## src/rtl/decode_issue_fifo_pkg.sv

```systemverilog
// Shared defaults for the decode -> issue elastic buffer.
// Widths follow the global WF_ID_LENGTH / ISSUE_INSTR_INFO_LENGTH defines.
// Fallback values are supplied when the defines are absent.
// Optional feature macro used by the top: DECODE_FIFO_BYPASS_EN.
`ifndef WF_ID_LENGTH
`define WF_ID_LENGTH 6
`endif
`ifndef ISSUE_INSTR_INFO_LENGTH
`define ISSUE_INSTR_INFO_LENGTH 32
`endif

package decode_issue_fifo_pkg;
  localparam int DEF_DEPTH  = 4;
  localparam int DEF_WFID_W = `WF_ID_LENGTH;
  localparam int DEF_INFO_W = `ISSUE_INSTR_INFO_LENGTH;
endpackage

```

## src/rtl/decode_fifo_ptr.sv

```systemverilog
// Wrap-bit pointer for the decode issue FIFO.
// The low PTR_W bits index the entry array.
// The extra MSB distinguishes full from empty when the indices match.
module decode_fifo_ptr #(
  parameter int PTR_W = 2
) (
  input  logic           clk,
  input  logic           rst,
  input  logic           inc,
  output logic [PTR_W:0] ptr
);

  // Advance by one slot when enabled; async active-low clear.
  always_ff @(posedge clk or negedge rst) begin
    if (!rst) ptr <= '0;
    else if (inc) ptr <= ptr + 1'b1;
  end

endmodule

```

## src/rtl/decode_issue_fifo.sv

```systemverilog
// Elastic buffer between the wavefront decoder and the issue info table.
// Each entry carries a live bit, so a per-wavefront flush can kill records in place.
// A dead head is dropped silently on the cycle after it dies.
// Optional macro DECODE_FIFO_BYPASS_EN: when the FIFO is empty, a record the
// issue stage can take is driven straight to the outputs in the same cycle.
module decode_issue_fifo
  import decode_issue_fifo_pkg::*;
#(
  parameter int DEPTH  = DEF_DEPTH,
  parameter int WFID_W = DEF_WFID_W,
  parameter int INFO_W = DEF_INFO_W
) (
  input  logic                   clk,
  input  logic                   rst,
  input  logic                   in_valid,
  output logic                   in_ready,
  input  logic [WFID_W-1:0]      in_wfid,
  input  logic [INFO_W-1:0]      in_info,
  input  logic                   out_ready,
  output logic                   f_decode_valid,
  output logic [WFID_W-1:0]      f_decode_wfid,
  output logic [INFO_W-1:0]      decode_wr_data,
  input  logic                   flush_valid,
  input  logic [WFID_W-1:0]      flush_wfid,
  output logic [$clog2(DEPTH):0] fifo_count
);

  localparam int PTR_W = $clog2(DEPTH);

  logic [PTR_W:0]    rd_ptr, wr_ptr;
  logic [PTR_W-1:0]  rd_idx, wr_idx;
  logic [WFID_W-1:0] mem_wfid [DEPTH];
  logic [INFO_W-1:0] mem_info [DEPTH];
  logic [DEPTH-1:0]  live;
  logic empty, full, push, store, pop, deliver, head_kill, in_kill, bypass;

  assign rd_idx     = rd_ptr[PTR_W-1:0];
  assign wr_idx     = wr_ptr[PTR_W-1:0];
  assign empty      = (rd_ptr == wr_ptr);
  assign full       = (rd_idx == wr_idx) && (rd_ptr[PTR_W] != wr_ptr[PTR_W]);
  assign fifo_count = wr_ptr - rd_ptr;

  // Ready depends only on registered occupancy, so a pop never frees a slot for a same-cycle push.
  assign in_ready  = !full;
  assign push      = in_valid && in_ready;
  assign in_kill   = flush_valid && (in_wfid == flush_wfid);
  assign head_kill = flush_valid && (mem_wfid[rd_idx] == flush_wfid);
  assign deliver   = !empty && live[rd_idx] && !head_kill && out_ready;
  assign pop       = !empty && (!live[rd_idx] || deliver);

`ifdef DECODE_FIFO_BYPASS_EN
  assign bypass = rst && empty && in_valid && out_ready && !in_kill;
`else
  assign bypass = 1'b0;
`endif
  assign store = push && !bypass;

  decode_fifo_ptr #(.PTR_W(PTR_W)) u_rd_ptr (.clk(clk), .rst(rst), .inc(pop),   .ptr(rd_ptr));
  decode_fifo_ptr #(.PTR_W(PTR_W)) u_wr_ptr (.clk(clk), .rst(rst), .inc(store), .ptr(wr_ptr));

  // Payload storage; only the live bits need a reset.
  always_ff @(posedge clk) begin
    if (store) begin
      mem_wfid[wr_idx] <= in_wfid;
      mem_info[wr_idx] <= in_info;
    end
  end

  // Live bits: flush kills every matching entry, and a matching incoming record is stored dead.
  always_ff @(posedge clk or negedge rst) begin
    if (!rst) begin
      live <= '0;
    end else begin
      for (int i = 0; i < DEPTH; i++) begin
        if (flush_valid && (mem_wfid[i] == flush_wfid)) live[i] <= 1'b0;
      end
      if (store) live[wr_idx] <= !in_kill;
    end
  end

  // Output mux: bypass record, delivered head, or zeros when nothing is delivered.
  always_comb begin
    f_decode_valid = 1'b0;
    f_decode_wfid  = '0;
    decode_wr_data = '0;
    if (bypass) begin
      f_decode_valid = 1'b1;
      f_decode_wfid  = in_wfid;
      decode_wr_data = in_info;
    end else if (deliver) begin
      f_decode_valid = 1'b1;
      f_decode_wfid  = mem_wfid[rd_idx];
      decode_wr_data = mem_info[rd_idx];
    end
  end

endmodule
```

## config.mk

```make
export PLATFORM = sky130hd
export DESIGN_NAME = decode_issue_fifo
export DESIGN_NICKNAME = d
export VERILOG_FILES = /design/src/rtl/decode_issue_fifo_pkg.sv /design/src/rtl/decode_fifo_ptr.sv /design/src/rtl/decode_issue_fifo.sv
export SDC_FILE = /design/constraint.sdc
export NUM_CORES = 1
export LEC_CHECK = 0
export CORE_MARGIN = 2
export CORE_UTILIZATION = 35
export DETAILED_ROUTE_END_ITERATION = 10
export DONT_BUFFER_PORTS = 1
export GPL_ROUTABILITY_DRIVEN = 1
export GPL_TIMING_DRIVEN = 0
export SYNTH_ARGS = -nofsm -noshare
export SYNTH_HDL_FRONTEND = slang
export SYNTH_SLANG_ARGS = --single-unit
```

## constraint.sdc

```tcl
create_clock -name clk -period 2.83 [get_ports clk]
set_input_delay 0.283 -clock clk [delete_from_list [all_inputs] [get_ports clk]]
set_output_delay 0.283 -clock clk [all_outputs]
set_load 0.02 [all_outputs]
```

==> summary.md <==
| Metric | Value |
|---|---|
| Total CTS buffers | `17` |
| Crit end category | `primary output` |
| Flop2flop setup slack | `0.21 ns` |
| Peak per-stage delay on the critical path | `0.53 ns` |
| GR Util All Layers | `between 10% and 20%` |
| Leakage | `3.00 nW` |
| Crit path max-delay family | `buffers and inverters` |
| Initial DRC count | `122` |
| HPWL after detailed placement | `8.64 mm` |
| Starting Density | `about 36%` |
| Die span in x | `around 140 microns` |
| CP Data Required Time | `2.55 ns` |
| Commonest non-fill, non-tap cell in the layout | `edfxtp_1` |
| Worst-path clk slew | `0.07 ns` |
| Worst-Margin Slew | `0.702 ns` |
| Ys flop type | `edfxtp_1` |
| Crit path max fanout | `6` |
| Clk_lat worst skew | `0.41 ns` |
| HP Start | `flush_valid` |
| P&R area growth vs syn | `29.7%` |
| Core area | `18,800 sq um` |
| Vias | `3,432` |
| Vias in the first global route | `3,950` |
| Worst r2r src | `u_rd_ptr.ptr[1]` |
| Crit path DAT | `2.67 ns` |
| Pwr dens | `1170 nW/um^2` |
| R2R depth | `9` |
| Setup ws final | `-0.122 ns` |
| Root Driver | `clkbuf_16` |
| Commonest cells after routing, fill and taps aside | `edfxtp_1, mux4_2, dlygate4sd3_1, nor2b_4, xnor2_1` |
| Register area share after synthesis | `71.0%` |
| Cell Area, Synth | `just under 7000 sq um` |
| Syn. warnings | `0` |
| HP Class | `in -> reg` |
| Unique masters post-synth | `32` |
| Crit start category | `flip-flop` |
| CTS HTree Levels | `4` |
| Row cnt | `50` |
| Tcrit/Tclk final | `104%` |
| DR WL/cell | `21.2 microns` |
| Clock buffer depth | `2` |
| Total Routed Length | `15.0 mm` |
| Maximum VDD drop | `0.000510 V` |
| Setup CP Type | `reg -> out` |
| Fin util | `between 40% and 50%` |
| Syn_nets | `between 400 and 500` |
| Diode count | `0` |
| CP Launch Point | `u_rd_ptr.ptr[0]` |
| Post-synth ARST share | `6.17%` |
| Layout cells sized above 1 | `35.6%` |
| I/O Buffers | `0` |
| Max Cap Viol | `0` |
| Design Power | `10.2 mW` |
| Fillers | `1,599` |
| Most used cell, CP | `buf_12` |
| Status | `finished with violations` |
| Buf+Inv Stages, Crit Path | `4` |
| Die footprint | `20,500 sq um` |
| Failing checks | `setup timing` |
| Largest net degree at the start of global routing | `40` |
| Initial antenna violation count | `0` |
| Post-synth EDFFs | `152` |
| FMAX | `339 MHz` |
| GP Congestion | `0.785` |
| First-pass GRT wire length | `23.3 mm` |
| Grt total ovfl | `0` |
| Worst Hold Path Cells | `3` |
| Mapped Cells | `354` |
| Clock Skew | `0.00711 ns` |
| Drt pass-1 iters | `4` |
| Syn Area/Cell | `19.1 sq um` |
| Min cycle time layout | `2.95 ns` |
| RSZ-0062 raised after global routing | `yes` |
| RR Endpoint | `mem_info[3][13]` |
| Via density | `4.85` |
| Io pins | `92` |
| Final ANT Viol Nets | `0` |
| Final #Nets | `491` |
| Slew Viols, Final | `0` |
| Relative slew slack | `53.2%` |
| Fin. Hold Viols | `0` |
| Vert. Die Dim | `143 microns` |
| CP max stage cell | `mux4_2` |
| Final setup vio count | `39` |
| FF+latch count, synth | `about 160` |
| DRC viols | `0` |
| CTS tree | `built` |
| Worst hold path endpoint | `live[1]` |
| CTS sink count | `162` |
| Critical-path cell list | `buf_6, buf_12, mux4_2, xnor2_2, nand3_2, o211ai_4, buf_12, buf_16, nor2b_4` |
## area by class of cell
type / instances / area (sq um) / area share, %
sequential: 162 / 4820 / 54.8
multi-input combinational: 160 / 2190 / 24.9
timing repair buffer: 61 / 659 / 7.50
clock buffer: 18 / 429 / 4.88
tap: 260 / 325 / 3.70
buffer: 18 / 176 / 2.01
clock inverter: 14 / 130 / 1.48
inverter: 13 / 60.1 / 0.683
timing repair inverter: 1 / 7.51 / 0.0854
## report_power, final
group / internal [mW] / switching, mW
sequential: 3.26 / 0.166
clock: 1.22 / 0.938
combinational: 2.12 / 2.54
total: 6.61 / 3.64
## repair_timing
action / in CTS / in global routing
endpoints found under the hold margin: 162 / 0
pin swaps: 1 / 3
hold buffers: 39 / 0
buffers inserted: 16 / 3
endpoints found under the setup margin: 194 / 77
cloned: 5 / 0
gates resized for setup: 114 / 12
## how the worst max path moves through the flow
stage,cells past startpoint,endpoint
2_1_floorplan,8,mem_info[3][0]
3_3_place_gp,8,mem_info[3][20]
3_5_place_dp,8,mem_info[3][9]
4_1_cts,8,decode_wr_data[2]
5_1_grt,9,decode_wr_data[28]
6_report,9,decode_wr_data[28]
## metrics by stage
| step | setup WS [ns] | hold slack, ns | cell area (sq um) | cells | TNS [ns] |
|---|---|---|---|---|---|
| after floorplan | -0.00170 | -0.0126 | 6790 | 354 | -0.0647 |
| after global placement | -1.24 | -0.0121 | 7120 | 614 | -127.92 |
| after detailed placement | -1.24 | -0.0119 | 7120 | 614 | -126.54 |
| after CTS | -0.186 | 0.134 | 8720 | 705 | -5.07 |
| after global routing | -0.229 | 0.175 | 8790 | 707 | -7.79 |
| final | -0.122 | 0.153 | 8790 | 707 | -3.58 |
## synth_stat cells, types with 2 or more instances
master	count	area, sq um
edfxtp_1	152	4560
mux4_2	39	878
nor2b_1	34	213
xnor2_1	26	228
xor2_1	15	131
inv_1	12	45.0
dfrtp_1	10	250
clkbuf_1	7	26.3
ha_1	7	87.6
nand4_1	6	37.5
and3_1	5	31.3
buf_2	5	25.0
nor2_1	5	18.8
buf_1	4	15.0
mux2i_1	4	40.0
o41ai_1	4	35.0
buf_6	2	22.5
nand2_1	2	7.51
o211ai_2	2	25.0
## worst reg2reg max path: cells and delay by family, from the launching register on
| family | cells | cell delay (ns) |
|---|---|---|
| AND/OR/NAND/NOR | 3 | 0.77 |
| flip-flops | 1 | 0.37 |
| adder cells (fa/ha/maj) | 1 | 0.30 |
| buffers and inverters | 5 | 0.86 |
## sequential cells by signal, indices dropped and copies added (netlist names)
name / flops
mem_info: 128
mem_wfid: 24
live: 4
u_rd_ptr.ptr: 3
u_wr_ptr.ptr: 3
## kinds of logic after synthesis
group / Yosys count / synth area share [%]
DFF: 162 / 71.0
and+or+nand+nor: 57 / 5.02
muxes: 44 / 13.7
xor gates and xnor gates: 41 / 5.30
buffers and inverters: 32 / 2.14
AOI/OAI and AO/OA: 10 / 1.22
adders and majority gates: 8 / 1.59
## routing by layer
metal  vias up  routed length, microns  GRT usage (%)
met3        19                     763           4.59
met2        88                    7740           27.4
met4         0                     328           5.78
li1       1538                       -              -
met1      1787                    6190           18.8
met5         -                       0              0
(Power assumes the default switching activity.)
